===== src/rtl/pc_fetch_unit_if.sv =====
// pc_fetch_unit_if: fetch-unit bus bundle.
//   Branch-control side : next_pc, pc_advance, halt (in); pc, pc_plus4 (out)
//   Instruction memory  : imem_ack, imem_rdata (in); imem_req, imem_addr (out)
//   Decode side         : instr, instr_valid, misaligned (out)
// The master modport is the fetch unit; the slave modport is its environment.
interface pc_fetch_unit_if;
    logic [31:0] next_pc;
    logic        pc_advance;
    logic        halt;
    logic        imem_ack;
    logic [31:0] imem_rdata;
    logic [31:0] pc;
    logic [31:0] pc_plus4;
    logic        imem_req;
    logic [31:0] imem_addr;
    logic [31:0] instr;
    logic        instr_valid;
    logic        misaligned;

    modport master (
        input  next_pc, pc_advance, halt, imem_ack, imem_rdata,
        output pc, pc_plus4, imem_req, imem_addr, instr, instr_valid, misaligned
    );

    modport slave (
        output next_pc, pc_advance, halt, imem_ack, imem_rdata,
        input  pc, pc_plus4, imem_req, imem_addr, instr, instr_valid, misaligned
    );
endinterface


===== src/rtl/pc_fetch_unit.sv =====
// pc_fetch_unit: program counter and instruction-fetch sequencer for KGP_RISC.
//   clk, rst : rising-edge clock, asynchronous active-high reset
//   bus      : pc_fetch_unit_if.master
//              - requests the instruction at pc from instruction memory,
//                latches it and presents it to decode with instr_valid
//              - exports pc / pc_plus4 to branch control, loads next_pc on
//                pc_advance, enters HALTED on halt or ERROR on a misaligned
//                target (sticky misaligned flag)
module pc_fetch_unit #(
    parameter logic [31:0] RESET_PC = 32'h0000_0000
) (
    input  logic            clk,
    input  logic            rst,
    pc_fetch_unit_if.master bus
);

    localparam int unsigned XLEN    = 32;
    localparam int unsigned PC_STEP = 4;

    typedef enum logic [1:0] {
        FETCH  = 2'd0,
        HOLD   = 2'd1,
        HALTED = 2'd2,
        ERROR  = 2'd3
    } state_t;

    state_t            state_q, state_d;
    logic [XLEN-1:0]   pc_q, pc_d;
    logic [XLEN-1:0]   instr_q, instr_d;
    logic              instr_valid_q, instr_valid_d;
    logic              misaligned_q, misaligned_d;

    // State and datapath registers.
    always_ff @(posedge clk or posedge rst) begin
        if (rst) begin
            state_q       <= FETCH;
            pc_q          <= RESET_PC;
            instr_q       <= '0;
            instr_valid_q <= 1'b0;
            misaligned_q  <= 1'b0;
        end else begin
            state_q       <= state_d;
            pc_q          <= pc_d;
            instr_q       <= instr_d;
            instr_valid_q <= instr_valid_d;
            misaligned_q  <= misaligned_d;
        end
    end

    // Next-state and datapath update.
    always_comb begin
        state_d      = state_q;
        pc_d         = pc_q;
        instr_d      = instr_q;
        misaligned_d = misaligned_q;

        unique case (state_q)
            FETCH: begin
                // pc_advance is deliberately ignored until an instruction is held.
                if (bus.imem_ack) begin
                    instr_d = bus.imem_rdata;
                    state_d = HOLD;
                end
            end
            HOLD: begin
                if (bus.pc_advance) begin
                    pc_d = bus.next_pc;
                    // Misalignment takes priority over halt: the bad pc is kept for inspection.
                    if (bus.next_pc[1:0] != 2'b00) begin
                        misaligned_d = 1'b1;
                        state_d      = ERROR;
                    end else if (bus.halt) begin
                        state_d = HALTED;
                    end else begin
                        state_d = FETCH;
                    end
                end
            end
            HALTED: begin
                if (!bus.halt) begin
                    state_d = FETCH;
                end
            end
            ERROR: begin
                state_d = ERROR;
            end
            default: begin
                state_d = FETCH;
            end
        endcase

        // Registered copy of "next state is HOLD" so decode sees a clean flop output.
        instr_valid_d = (state_d == HOLD);
    end

    assign bus.pc          = pc_q;
    assign bus.pc_plus4    = pc_q + XLEN'(PC_STEP);
    assign bus.imem_req    = (state_q == FETCH);
    assign bus.imem_addr   = pc_q;
    assign bus.instr       = instr_q;
    assign bus.instr_valid = instr_valid_q;
    assign bus.misaligned  = misaligned_q;

endmodule


===== src/flat_wrapper.sv =====
// flat-port wrapper written by rule: the top's interface ports become plain ports
module pc_fetch_unit_flat 
#(
    parameter logic [31:0] RESET_PC = 32'h0000_0000
)
  (clk, rst, bus_next_pc, bus_pc_advance, bus_halt, bus_imem_ack, bus_imem_rdata, bus_pc, bus_pc_plus4, bus_imem_req, bus_imem_addr, bus_instr, bus_instr_valid, bus_misaligned);
  pc_fetch_unit_if bus_i ();
  input  logic clk;
  input  logic rst;
  input wire logic [$bits(bus_i.next_pc)-1:0] bus_next_pc;
  input wire logic [$bits(bus_i.pc_advance)-1:0] bus_pc_advance;
  input wire logic [$bits(bus_i.halt)-1:0] bus_halt;
  input wire logic [$bits(bus_i.imem_ack)-1:0] bus_imem_ack;
  input wire logic [$bits(bus_i.imem_rdata)-1:0] bus_imem_rdata;
  output wire logic [$bits(bus_i.pc)-1:0] bus_pc;
  output wire logic [$bits(bus_i.pc_plus4)-1:0] bus_pc_plus4;
  output wire logic [$bits(bus_i.imem_req)-1:0] bus_imem_req;
  output wire logic [$bits(bus_i.imem_addr)-1:0] bus_imem_addr;
  output wire logic [$bits(bus_i.instr)-1:0] bus_instr;
  output wire logic [$bits(bus_i.instr_valid)-1:0] bus_instr_valid;
  output wire logic [$bits(bus_i.misaligned)-1:0] bus_misaligned;
  assign bus_i.next_pc = bus_next_pc;
  assign bus_i.pc_advance = bus_pc_advance;
  assign bus_i.halt = bus_halt;
  assign bus_i.imem_ack = bus_imem_ack;
  assign bus_i.imem_rdata = bus_imem_rdata;
  assign bus_pc = bus_i.pc;
  assign bus_pc_plus4 = bus_i.pc_plus4;
  assign bus_imem_req = bus_i.imem_req;
  assign bus_imem_addr = bus_i.imem_addr;
  assign bus_instr = bus_i.instr;
  assign bus_instr_valid = bus_i.instr_valid;
  assign bus_misaligned = bus_i.misaligned;
  pc_fetch_unit #(.RESET_PC(RESET_PC)) u_core (.clk(clk), .rst(rst), .bus(bus_i));
endmodule

===== config.mk =====
export PLATFORM = sky130hd
export DESIGN_NAME = pc_fetch_unit_flat
export DESIGN_NICKNAME = d
export VERILOG_FILES = /design/src/rtl/pc_fetch_unit_if.sv /design/src/rtl/pc_fetch_unit.sv /design/src/flat_wrapper.sv
export SDC_FILE = /design/constraint.sdc
export NUM_CORES = 1
export LEC_CHECK = 0
export ABC_AREA = 0
export CAP_MARGIN = 20
export CORE_MARGIN = 2
export CORE_UTILIZATION = 55
export CTS_CLUSTER_DIAMETER = 100
export DETAILED_ROUTE_END_ITERATION = 12
export DONT_BUFFER_PORTS = 1
export PLACE_DENSITY = 0.83
export SYNTH_ARGS = -nofsm -noshare
export SYNTH_HDL_FRONTEND = slang
export SYNTH_SLANG_ARGS = --single-unit

===== constraint.sdc =====
create_clock -name clk -period 2 [get_ports clk]
set_input_delay 0.4 -clock clk [delete_from_list [all_inputs] [get_ports clk]]
set_output_delay 0.4 -clock clk [all_outputs]
set_load 0.05 [all_outputs]

## Yosys cells after proc, flatten, opt, wreduce, memory -nomap -nowiden

Index checks and enable logic that the tools add are counted.

| storage, ports and cells | value |
|---|---|
| flip-flop bits (word level) | 68 |
| input bits | 69 |
| output and inout port bits | 131 |

| cells by class | value |
|---|---|
| $add $sub $neg | 1 |
| equal/unequal tests | 4 |
| muxes and demuxes | 6 |
| reduce and logical (&&, ||, !) cells | 5 |

Operators with widths:

| cell | count |
|---|---|
| $add A32 B3 Y32 const B | 1 |
| $mux W2 | 5 |
| $pmux W2 S4 | 1 |
| $eq A2 B1 Y1 const B | 2 |
| $eq A2 B2 Y1 const B | 2 |
| $reduce_and A2 Y1 | 2 |
| $reduce_and A3 Y1 | 1 |
| $logic_not A2 Y1 | 1 |
| $reduce_bool A2 Y1 | 1 |

## Logic depth before layout (Yosys ltp)

Gate-level depths: netlist (run 1).

| depth | value |
|---|---|
| word-level depth | 5 |
| mapped depth | 6 |
| gate-level depth less buffers | 5 |

## Worst setup path before layout (run 1)

Ideal clock, no wire load.

| timing path | value |
|---|---|
| kind | reg2out |
| start | register u_core.pc_q[10] (netlist: u_core.bus.imem_addr[10]) |
| end | output port bus_pc_plus4[26] |
| arrival time | 2417 ps |
| required time | 1600 ps |
| path slack | -817 ps |
| cell stages (with the launch flop) | 5 |
| path buffers | 0 |
| cell sequence | dfrtp_1 nand3_1 nor4b_4 nand4_1 xnor2_1 |

| on the way | value |
|---|---|
| longest elaborated chain between the ends | 1 |

Ends and longest elaborated chain:

| what | RTL line | source |
|---|---|---|
| from (decl) | pc_fetch_unit.sv:28 | `logic [XLEN-1:0] pc_q, pc_d;` |
| from (signal assigned) | pc_fetch_unit.sv:43 | `pc_q <= pc_d;` |
| $add A32 B3 Y32 | pc_fetch_unit.sv:97 | `assign bus.pc_plus4 = pc_q + XLEN'(PC_STEP);` |
| to (decl) | flat_wrapper.sv:16 | `output wire logic [$bits(bus_i.pc_plus4)-1:0] bus_pc_plus4;` |

No other way between the ends.

## Worst setup path after layout (run 1)

| timing path | value |
|---|---|
| start | register u_core.pc_q[10] (netlist: u_core.bus.imem_addr[10]) |
| end | output port bus_pc_plus4[29] |

The elaborated chain is that of the path after synthesis.

==> results of run 1 <==
## timing repair
item | in CTS | in global routing
pin swaps | 26 | 30
gates cloned | 1 | 0
endpoints found under the setup margin | 27 | 26
buffers inserted | 19 | 12
resized for setup | 46 | 37
## placed cells by master (no fill, tap or decap), types with 4 or more instances in the layout
master	instances
xnor2_4	22
buf_4	50
nand2_4	5
nand3_4	10
buf_12	32
nand4_1	11
dfrtp_2	27
buf_6	20
mux2_2	64
clkbuf_8	9
and3_1	5
xnor2_2	4
dfrtp_1	41
## metrics by stage
step | hold slack, ps | area, µm²
finish | 18.6 | 5360
global route | 43.6 | 5360
CTS | 23.6 | 5060
detailed placement | 400 | 4470
global placement | 392 | 4470
floorplan | 537 | 3770
## final timing paths
path / to / cells past startpoint / from / slack [ps]
setup reg to reg: u_core.bus.instr[31]$_DFFE_PP0P_ / 4 / u_core.state_q[0]$_DFF_PP0_ / 440
setup / recovery: bus_pc_plus4[29] / 6 / u_core.bus.imem_addr[10]$_DFFE_PP0N_ / -500
hold / removal: u_core.state_q[0]$_DFF_PP0_ / 2 / rst / 20
min in group clk: u_core.bus.instr[17]$_DFFE_PP0P_ / 1 / bus_imem_rdata[17] / 210
hold reg to reg: u_core.bus.imem_addr[0]$_DFFE_PP0N_ / 1 / u_core.bus.imem_addr[0]$_DFFE_PP0N_ / 540
max in group asynchronous: u_core.bus.imem_addr[26]$_DFFE_PP0N_ / 2 / rst / 1670
## flip-flops by register name, indices dropped and copies added, names as in the netlist
signal	flops
u_core.bus.imem_addr	32
u_core.bus.instr	32
u_core.state_q	2
u_core.bus.instr_valid	1
u_core.bus.misaligned	1
## worst max-delay path, delay by kind of cell (launching register included)
kind                      cells  cell delay [ps]
and+or+nand+nor               3              690
buffers and inverters         2              370
DFF                           1              410
xor gates and xnor gates      1              310
## routing by layer
layer	up-vias	global-route usage, %	share of wire, %
li1	1048	-	-
met1	1297	31.2	32
met2	207	51.9	53
met3	41	10.9	10
met4	0	15.8	4.4
met5	-	0	0
## area by class of cell
| type | count | area share [%] |
|---|---|---|
| Antenna cell | 1 | 0.0467 |
| Clock buffer | 9 | 2.31 |
| Clock inverter | 7 | 1.82 |
| Inverter | 2 | 0.210 |
| Multi-Input combinational cell | 154 | 38.0 |
| Sequential cell | 68 | 32.4 |
| Tap cell | 75 | 1.75 |
| Timing Repair Buffer | 103 | 23.5 |
## cell families (layout without fill, tap and decap cells)
logic type | Yosys count | in the layout
DFF | 68 | 68
muxes | 64 | 64
and+or+nand+nor | 56 | 56
buffers and inverters | 45 | 121
xor gates and xnor gates | 28 | 28
AOI/OAI and AO/OA | 5 | 5
adders and majority gates | 1 | 1
other | 0 | 1
==> flow_summary.rst, run 1 <==
.. list-table::
   :header-rows: 1

   * - Metric
     - Value
   * - CTS Buf Count
     - 9
   * - Net count reported at finish
     - 408
   * - Final Worst Setup Slack
     - -504 ps
   * - Number of enable-type register cells in the synthesized netlist
     - 0
   * - Area fraction of the dominant cell type after synthesis
     - 50.7%
   * - Post-synthesis xor/xnor area fraction
     - 7.30%
   * - Buffers added on ports
     - 0
   * - Sum of net half-perimeters after detailed placement
     - 6260 µm
   * - Number of buffers inserted for hold repair after clock tree synthesis
     - 0
   * - Final cell count without fillers
     - 419
   * - Die width
     - 82.2 µm
   * - Violations in the final reports
     - setup timing
   * - Initial antenna violation count
     - 1
   * - Clock-pin transition on the worst setup and hold timing paths
     - 70 ps
   * - # H-tree levels
     - 3
   * - Post-placement setup slack
     - -57.6 ps
   * - Area share of and/or/nand/nor cells after synthesis
     - 10.1%
   * - Number of distinct standard cells referenced by the synthesized netlist
     - 28
   * - Ratio of final minimum period to clock period
     - 125%
   * - Routed wire length per instance
     - 28.2 µm
   * - Number of global-route vias before repair
     - 2674
   * - Via count
     - 2593
   * - Total congestion overflow
     - 0
   * - Mux cell area share after synthesis
     - 21.5%
   * - IO Count
     - 200
   * - Fraction of the mapped netlist area in compound gates
     - 0.968%
   * - Final-report setup violation count
     - 27
   * - WP data arrival
     - 2100 ps
   * - DRC
     - 0
   * - Type of the worst setup path
     - flop to output pin
   * - Run status
     - finished with violations
   * - Yosys warning count
     - 0
   * - Seq/Total Area, Yosys
     - 50.7%
   * - Top flip-flop cell by instance count after synthesis
     - dfrtp_1
   * - Iteration count of the initial detailed-routing pass
     - 4
   * - Total instance count after detailed placement
     - 371
   * - Final critical-path required period
     - 2500 ps
   * - Syn Area/Cell
     - 12.6 µm²
   * - Vias per inst
     - 6.19
   * - Most common cell in the netlist
     - dfrtp_1
   * - Wire length of the first global-routing pass
     - 14300 µm
   * - Max-slew violations
     - 0
   * - Data required time of the worst path
     - 1600 ps
   * - Total Wirelength
     - 11800 µm
   * - Post-synth ARST share
     - 100%
   * - Mapped Cells
     - 267
   * - Root buffer cell
     - clkbuf_8
   * - Synthesized Nets
     - 337
   * - Netlist area before placement
     - 3360 µm²
   * - Kind of start point of the critical path
     - flop
   * - Floorplan die area
     - 6750 µm²
   * - Total of max-cap violations
     - 0
   * - Multi-input gate area in the final layout
     - 2030 µm²
   * - Overall fraction of global-route tracks in use
     - 29.7%
   * - Top cells by instance count after synthesis
     - dfrtp_1 (68), mux2_2 (64), buf_4 (34)
   * - Setup_tns
     - -8190 ps
   * - Pin count of the biggest net entering global routing
     - 69
   * - Critical path, cell by cell
     - nand3_2, nor4b_4, buf_4, nand4_1, xnor2_4, buf_12
   * - Unrepaired setup endpoints after global routing
     - yes
   * - Final weighted congestion of routability-driven global placement
     - 0.806
   * - Sort of element at the end of the critical path
     - output pin
   * - Area of the placeable core
     - 5920 µm²
   * - Worst-path fanout max
     - 6
   * - Layout filler cell count
     - 204
   * - Final antenna-violating net count
     - 0
   * - Clock latency at the later pin of the worst-skew pair
     - 340 ps
   * - Largest family of logic cells by synthesized area
     - multiplexers
   * - Area taken by flip-flops and latches
     - 1740 µm²
   * - Die Y
     - 82.2 µm
   * - Final hold violation count
     - 0
   * - Delay of the slowest cell on the worst path
     - 410 ps
   * - Class of the worst hold path
     - primary input to async pin
   * - End-of-flow core utilization
     - 90.4%
   * - Clock tree from TritonCTS
     - yes
   * - Relative max-transition margin
     - 64.4%
   * - Final Skew
     - 9.33 ps
   * - Cells taking the most area after synthesis
     - dfrtp_1 (51%), mux2_2 (21%), buf_4 (7.6%)
   * - Cell taking the most area after synthesis
     - dfrtp_1
   * - Achievable clock frequency
     - 399 MHz
   * - Starting utilization of the core area
     - 56.7%
   * - Number of clock sinks seen by CTS
     - 68
   * - Num rows
     - 28
   * - Fraction of layout cells with a size suffix above 1
     - 78.1%
   * - Starting DRT DRC Count
     - 152
   * - Register bit total from synthesis
     - 68
   * - Adder and majority gate portion of the synthesized area
     - 0.372%
   * - Worst Tran Pin Value
     - 534 ps
   * - Buffer levels on the longest clock path
     - 2
   * - Critical Path Slowest Stage Cell
     - dfrtp_2
   * - Synthesis-to-layout area growth
     - 59.4%
Power of run 1 is left out: the tool's default activity adds up to more than one toggle a clock period on the data nets, which glitch-free logic cannot reach.
==> run 2: changes to the inputs <==
--- a/config.mk
+++ b/config.mk
@@ -12,6 +12,7 @@
 export CTS_CLUSTER_DIAMETER = 100
 export DETAILED_ROUTE_END_ITERATION = 12
 export DONT_BUFFER_PORTS = 1
+export GPL_TIMING_DRIVEN = 0
 export PLACE_DENSITY = 0.83
 export SYNTH_ARGS = -nofsm -noshare
 export SYNTH_HDL_FRONTEND = slang
==> flow_summary.rst, run 2 (synthesized netlist as in run 1, its figures left out) <==
.. list-table::
   :header-rows: 1

   * - Metric
     - Value
   * - Final-report setup violation count
     - 27
   * - Layout filler cell count
     - 321
   * - Commonest non-fill, non-tap cell in the layout
     - mux2_2
   * - Final critical-path required period
     - 2750 ps
   * - Worst-path fanout max
     - 8
   * - Clock-pin transition on the worst setup and hold timing paths
     - 80 ps
   * - Total instance count after detailed placement
     - 343
   * - Final hold violation count
     - 0
   * - Final Worst Setup Slack
     - -753 ps
   * - Number of buffers inserted for hold repair after clock tree synthesis
     - 0
   * - Setup slack of the worst register-to-register path
     - 120 ps
   * - Fraction of layout cells with a size suffix above 1
     - 74.8%
   * - Unrepaired setup endpoints after global routing
     - yes
   * - Run status
     - finished with violations
   * - Buffers added on ports
     - 0
   * - Final instance area
     - 4700 µm²
   * - FF-to-FF path depth
     - 5
   * - Clock latency at the later pin of the worst-skew pair
     - 330 ps
   * - Routed wire length per instance
     - 24.2 µm
   * - Sum of net half-perimeters after detailed placement
     - 5720 µm
   * - Final antenna-violating net count
     - 0
   * - Kind of start point of the critical path
     - flop
   * - Num rows
     - 28
   * - Class of the worst hold path
     - primary input to async pin
   * - Initial antenna violation count
     - 0
   * - Clock tree from TritonCTS
     - yes
   * - Total Wirelength
     - 9270 µm
   * - Via count
     - 2294
   * - Net count reported at finish
     - 374
   * - Floorplan die area
     - 6750 µm²
   * - Leading cell types in the layout, fill and taps excluded
     - mux2_2 (64), buf_4 (47), dfrtp_1 (41)
   * - Violations in the final reports
     - setup timing
   * - Inserted Diodes
     - 0
   * - Iteration count of the initial detailed-routing pass
     - 4
   * - Total of max-cap violations
     - 0
   * - Worst Tran Pin Value
     - 769 ps
   * - Data required time of the worst path
     - 1600 ps
   * - Starting utilization of the core area
     - 56.7%
   * - Overall fraction of global-route tracks in use
     - 24.8%
   * - Sort of element at the end of the critical path
     - output pin
   * - WP data arrival
     - 2350 ps
   * - Max-slew violations
     - 0
   * - Relative max-transition margin
     - 48.7%
   * - Type of the worst setup path
     - flop to output pin
   * - Total congestion overflow
     - 0
   * - Ratio of final minimum period to clock period
     - 138%
   * - # H-tree levels
     - 3
   * - Root buffer cell
     - clkbuf_8
   * - Number of clock sinks seen by CTS
     - 68
   * - Synthesis-to-layout area growth
     - 40.0%
   * - Final Skew
     - 10.1 ps
   * - Final weighted congestion of routability-driven global placement
     - 0.714
   * - Post-placement setup slack
     - -563 ps
   * - Achievable clock frequency
     - 363 MHz
   * - Area of the placeable core
     - 5920 µm²
   * - Wire length of the first global-routing pass
     - 12300 µm
   * - Number of global-route vias before repair
     - 2367
   * - Starting DRT DRC Count
     - 79
   * - Post-Route Hold Slack
     - 52.0 ps
   * - DRC
     - 0
   * - Die Y
     - 82.2 µm
   * - CTS Buf Count
     - 9
   * - Vias per inst
     - 5.97
   * - Pin count of the biggest net entering global routing
     - 37
   * - Buffer levels on the longest clock path
     - 2
   * - IO Count
     - 200
   * - Die width
     - 82.2 µm
   * - Final cell count without fillers
     - 384
   * - Post-DP Area
     - 3890 µm²
## run 2: cell count changes in the layout (fill, tap and decap cells not counted), sizes merged
cell,change
clkbuf,+1
bufinv,-2
diode,-1
buf,-35
clkinv,+3
nor2,+1
inv,-2
## run 2: timing repair
| action | CTS | global route |
|---|---|---|
| pin swaps | 31 | 31 |
| cloned | 1 | 0 |
| resized for setup | 50 | 36 |
| buffers inserted | 10 | 15 |
| setup endpoints to repair | 57 | 29 |
| hold endpoints to repair | 0 | 0 |
## run 2: path summary, 6_finish.rpt
check / startpoint / endpoint
max: u_core.bus.imem_addr[10]$_DFFE_PP0N_ / bus_pc_plus4[29]
min: rst / u_core.state_q[0]$_DFF_PP0_
max reg2reg: u_core.state_q[0]$_DFF_PP0_ / u_core.bus.instr[28]$_DFFE_PP0P_
min reg2reg: u_core.state_q[1]$_DFF_PP0_ / u_core.state_q[1]$_DFF_PP0_
max in group asynchronous: rst / u_core.bus.imem_addr[23]$_DFFE_PP0N_
min in group clk: bus_next_pc[5] / u_core.bus.imem_addr[5]$_DFFE_PP0N_
## run 2: critical path, cell delays in order, from the launching register on
cell and delay (ps):
dfrtp_4 610, nand3_4 160, nor4b_4 320, buf_6 170, buf_4 130, nand4_1 200
xnor2_4 420
## run 2: metrics by stage
| step | setup TNS, ps | utilization, % |
|---|---|---|
| after floorplan | -3850 | - |
| after global placement | -8740 | 65.3 |
| after detailed placement | -10200 | 65.7 |
| after CTS | -14490 | 74.0 |
| after global routing | -17180 | 79.4 |
| final | -15070 | 79.4 |
## run 2: layer usage
metal	wire length (µm)	share of wire, %	vias to the layer above	track usage (%)
met5	0	0	-	0
met1	3100	33	1161	26.3
met4	216	2.3	0	9.00
li1	-	-	980	-
met2	5110	55	135	45.4
met3	846	9.1	18	8.80
## run 2: cell type report
type	count	area, µm²	share of cell area, %
clock inverter	6	42.5	0.904
clock buffer	10	128	2.71
sequential	68	1790	38.0
buffer	43	309	6.57
timing repair buffer	25	246	5.24
multi-input combinational	155	2080	44.3
inverter	2	11.3	0.239
tap	75	93.8	2.00
Power of run 2 is left out for the same reason.
